File: src/rtl/sat_ammo_counter.sv
// rtl/sat_ammo_counter.sv - saturating up/down ammo counter with loadable maximum
//
// Purpose:
//   Holds a loadable maximum and an ammo count. The count climbs by 1 up to
//   the maximum, or drops by a rate down to 0, and can be loaded directly.
//   The datapath is built from one-hot AND-OR muxes feeding two registers
//   that share an asynchronous reset.
//
// Ports:
//   i_clk       rising-edge clock
//   i_rst       asynchronous, active-high reset (clears count and maximum)
//   i_up        increment request
//   i_down      decrement-by-rate request (fire)
//   i_load      load count from i_in
//   i_load_max  one-hot max select: 2'b01 hold, 2'b10 load from i_in
//   i_in        load value for count and maximum
//   i_rate      decrement step
//   o_out       current count (registered)
//   o_max_out   current maximum (registered)
//   o_empty     combinational, o_out == 0

module sat_ammo_counter #(
  parameter int N = 9
) (
  input  logic         i_clk,
  input  logic         i_rst,
  input  logic         i_up,
  input  logic         i_down,
  input  logic         i_load,
  input  logic [1:0]   i_load_max,
  input  logic [N-1:0] i_in,
  input  logic [N-1:0] i_rate,
  output logic [N-1:0] o_out,
  output logic [N-1:0] o_max_out,
  output logic         o_empty
);

  // One-hot AND-OR mux, select bit s[i] picks ai.
  function automatic logic [N-1:0] mux2(
    input logic [1:0]   s,
    input logic [N-1:0] a1,
    input logic [N-1:0] a0
  );
    return ({N{s[1]}} & a1) | ({N{s[0]}} & a0);
  endfunction

  function automatic logic [N-1:0] mux4(
    input logic [3:0]   s,
    input logic [N-1:0] a3,
    input logic [N-1:0] a2,
    input logic [N-1:0] a1,
    input logic [N-1:0] a0
  );
    return ({N{s[3]}} & a3) | ({N{s[2]}} & a2) |
           ({N{s[1]}} & a1) | ({N{s[0]}} & a0);
  endfunction

  logic [N-1:0] r_out;
  logic [N-1:0] r_max;

  logic [1:0]   w_max_sel;
  logic [N-1:0] w_max_next;
  logic [N-1:0] w_dec;
  logic [N-1:0] w_inc;
  logic [N-1:0] w_step;
  logic [3:0]   w_cnt_sel;
  logic [N-1:0] w_cnt_next;

  // Any code other than 2'b10 holds, so the mux select is always one-hot.
  always_comb begin
    w_max_sel = 2'b01;
    if (i_load_max == 2'b10) begin
      w_max_sel = 2'b10;
    end
  end

  assign w_max_next = mux2(w_max_sel, i_in, r_max);

  // Decrement saturates at 0 instead of wrapping.
  assign w_dec = (r_out >= i_rate) ? (r_out - i_rate) : {N{1'b0}};

  // Increment clamps to the current (pre-edge) maximum; a count above the
  // maximum after a load is pulled back down to it. r_out < r_max guarantees
  // r_out + 1 cannot overflow.
  assign w_inc = (r_out < r_max) ? (r_out + N'(1)) : r_max;

  // Down wins over up when both are requested.
  assign w_step = mux2({i_down, ~i_down}, w_dec, w_inc);

  // Count select {hold, load, step, rst}, resolved in priority order so that
  // exactly one bit is ever set.
  always_comb begin
    w_cnt_sel = 4'b1000;
    if (i_rst) begin
      w_cnt_sel = 4'b0001;
    end else if (i_load) begin
      w_cnt_sel = 4'b0100;
    end else if (i_up || i_down) begin
      w_cnt_sel = 4'b0010;
    end
  end

  assign w_cnt_next = mux4(w_cnt_sel, r_out, i_in, w_step, {N{1'b0}});

  always_ff @(posedge i_clk or posedge i_rst) begin
    if (i_rst) begin
      r_max <= {N{1'b0}};
    end else begin
      r_max <= w_max_next;
    end
  end

  always_ff @(posedge i_clk or posedge i_rst) begin
    if (i_rst) begin
      r_out <= {N{1'b0}};
    end else begin
      r_out <= w_cnt_next;
    end
  end

  assign o_out     = r_out;
  assign o_max_out = r_max;
  assign o_empty   = (r_out == {N{1'b0}});

endmodule

File: config.mk
export PLATFORM = sky130hd
export DESIGN_NAME = sat_ammo_counter
export DESIGN_NICKNAME = d
export VERILOG_FILES = /design/src/rtl/sat_ammo_counter.sv
export SDC_FILE = /design/constraint.sdc
export NUM_CORES = 1
export LEC_CHECK = 0
export BUFFER_PORTS_ARGS = -buffer_cell sky130_fd_sc_hd__buf_2
export CAP_MARGIN = 20
export CORE_MARGIN = 5
export CORE_UTILIZATION = 37
export CTS_BUF_LIST = sky130_fd_sc_hd__clkbuf_4
export CTS_CLUSTER_DIAMETER = 100
export DETAILED_ROUTE_END_ITERATION = 10
export PLACE_DENSITY = 0.58
export SLEW_MARGIN = 40
export SYNTH_ARGS = -nofsm -noshare
export SYNTH_HDL_FRONTEND = slang
export SYNTH_SLANG_ARGS = --single-unit
File: constraint.sdc
create_clock -name i_clk -period 1.91 [get_ports i_clk]
set_clock_uncertainty 0.05 [all_clocks]
set_input_delay 0.382 -clock i_clk [delete_from_list [all_inputs] [get_ports i_clk]]
set_output_delay 0.382 -clock i_clk [all_outputs]
set_load 0.01 [all_outputs]
==> metrics.md <==
| Metric | Value |
|---|---|
| TritonCTS Buffers | `3` |
| Initial cell density of the core | `38.11%` |
| Synth cell types | `37` |
| Crit path max fanout | `2` |
| Top cells by count, synth | `inv_1 (25), ha_1 (19), dfrtp_1 (18), nand2_1 (18), o21ai_0 (17)` |
| # H-tree levels | `1` |
| Slew Limit Fails | `0` |
| DIE AREA | `5888 µm²` |
| N_diodes | `0` |
| Final GP Congestion | `0.8170` |
| Setup TNS | `-0.8789 ns` |
| Max Cap Viol | `0` |
| Met3 Use GR | `4.450%` |
| Hold crit path type | `input pin to async pin` |
| Cells after Synth | `197` |
| Post-DP HPWL | `4069 µm` |
| Number of clock sinks | `18` |
| WL/cell | `14.79 µm` |
| Fmax | `0.4799 GHz` |
| Die H | `76.74 µm` |
| Top FF cell, synth | `dfrtp_1` |
| Worst setup SP type | `register` |
| DR vias | `1788` |
| Mapped Avg Cell Area | `8.365 µm²` |
| Outcome | `finished with violations` |
| Die width | `76.74 µm` |
| Final Non-Filler Cells | `344` |
| Largest area contributor in the netlist | `dfrtp_1` |
| Floorplan row count | `24` |
| Final period util | `109.1%` |
| Drt drc | `0` |
| CTS clk-pin slew, worst paths | `0.11 ns` |
| GR Util met1 | `21.43%` |
| Final WS setup | `-0.1736 ns` |
| GRT Util Overall | `16.83%` |
| Static Leak | `1.223 nW` |
| Post-Syn Area | `1648 µm²` |
| Layout cell share with drive strength beyond 1 | `50.34%` |
| Met2 GRT Util | `28.86%` |
| I/O Buffers | `43` |
| Root Buffer | `clkbuf_4` |
| Seq cells post-synth | `18` |
| Antenna viol nets, final | `0` |
| Clock Path Buffers | `2` |
| EDFF count, synth | `0` |
| Via/cell ratio | `5.198` |
| Total core area | `4324 µm²` |
| Clk Latency, worst-skew pair | `0.31 ns` |
| RSZ-0062 raised after global routing | `true` |
| Arrival @ worst endpoint | `2.20 ns` |
| CTS tree | `done` |
| Nets | `338` |
| Slew HR | `57.37%` |
| Io pins | `44` |
| Area Overhead vs Synth | `58.62%` |
| Routed WL | `5089 µm` |
| PD cells | `554.2 nW/µm²` |
| Most common cell in the synthesized netlist | `inv_1` |
| First-pass DRT Iterations | `4` |
| Worst vdd ir | `0.0003434 V` |
| Final hold vios | `0` |
| Worst slew pin tran | `0.6381 ns` |
| Total gr overflow | `0` |
| GRT Max-Usage Layer | `met2` |
| Crit end category | `register` |
| Worst Path Required | `2.03 ns` |
| Worst Setup Path Type | `register to register` |
| Violated checks | `setup timing` |
| Number of global-route vias before repair | `1791` |
| First-pass GRT wire length | `8238 µm` |
| Yosys warning total | `0` |
| Seq/Total Area, Yosys | `27.33%` |
| Initial antenna violation count | `0` |
| Area share of the largest cell type after synthesis | `27.33%` |
| Mapped Nets | `242` |
| Fraction of registers with async set/reset | `100.0%` |
| Initial drt markers | `68` |
| Inst Count DP | `336` |
| Design Power | `1.449 mW` |
| Post-CTS Hold Buffers | `0` |
| Leading cell types by total area after synthesis | `dfrtp_1 (27%), ha_1 (14%), inv_1 (5.7%)` |
| Hold slack | `0.01284 ns` |
| Finish-stage setup viols | `10` |
| Min cycle time layout | `2.084 ns` |
| Largest net degree at the start of global routing | `17` |
repair_timing:
item / in CTS / in global routing
resized for setup: 29 / 17
pin swaps: 8 / 8
setup buffers: 2 / 4
setup endpoints to repair: 10 / 10
cells in the final DEF (no fill, tap or decap), types with 3 or more instances in the layout:
cell type | netlist | final
nor2b_1 | 3 | 3
buf_4 | 0 | 46
xnor2_1 | 7 | 7
clkbuf_4 | 0 | 3
o21ai_0 | 17 | 10
dfrtp_1 | 18 | 10
nand3_1 | 7 | 7
nor2_1 | 15 | 13
buf_6 | 1 | 7
a22oi_1 | 9 | 9
a21oi_2 | 0 | 4
nand2_1 | 18 | 17
inv_1 | 25 | 22
o221ai_1 | 9 | 8
o21ai_2 | 0 | 4
ha_1 | 19 | 6
a21oi_1 | 10 | 6
dfrtp_2 | 0 | 8
ha_4 | 0 | 12
o21ai_1 | 0 | 3
buf_2 | 0 | 43
xor2_1 | 7 | 7
nor3_1 | 5 | 3
layout make-up:
class                   count  area, µm²
multi-input cells         149       1326
well taps                  52      65.06
flip-flops and latches     18      460.4
clock buffers               3      22.52
repair buffers             96      639.4
clock inverters             1      3.754
inverters                  25      96.34
fillers                   421       1710
final timing paths:
check	startpoint	endpoint	slack, ns	depth (start not counted)
max	o_out[0]	o_out[8]	-0.17	10
min	i_rst	o_out[4]	0.01	2
max reg2reg	o_out[0]	o_out[8]	-0.17	10
min reg2reg	register	register	0.55	2
max in group asynchronous	i_rst	async pin	1.32	3
min in group i_clk	i_in[1]	register	0.25	3
worst max-delay path, stage by stage, from the launching register on:
cell and delay (ns):
dfrtp_2 0.43, inv_2 0.07, ha_4 0.14, inv_4 0.03, fa_2 0.35, a21oi_2 0.17
o211ai_1 0.14, nor3_1 0.15, o21bai_1 0.11, xnor2_1 0.16, o221ai_1 0.15
layer usage:
| layer | vias up | wire (µm) | part of all wire (%) |
|---|---|---|---|
| met5 | - | 0 | 0 |
| met1 | 834 | 2273 | 45 |
| li1 | 900 | - | - |
| met3 | 6 | 283 | 5.6 |
| met4 | 0 | 41 | 0.81 |
| met2 | 48 | 2491 | 49 |
per-stage QoR:
step / worst slack, ns / area (µm²) / utilization [%]
final: -0.1736 / 2614 / 60.45
after global routing: -0.2564 / 2614 / 60.45
after CTS: -0.1867 / 2482 / 57.41
after detailed placement: -0.2337 / 2332 / 53.94
after global placement: -0.1982 / 2332 / 53.94
after floorplan: -0.06946 / 1712 / -
power breakdown:
part	switching (mW)	internal, mW
Sequential	0.0415	0.422
Clock	0.132	0.0763
Combinational	0.382	0.395
cell families (layout without fill, tap and decap cells):
group,Yosys count,in the layout,synth area share (%)
xor+xnor,14,14,7.441
buf+inv,30,125,7.365
mux,2,2,1.291
simple gates,58,58,17.08
compound gates,55,55,23.84
flops,18,18,27.33
fa+ha+maj,20,20,15.64
Note: power is estimated with default switching activity, not from simulation.
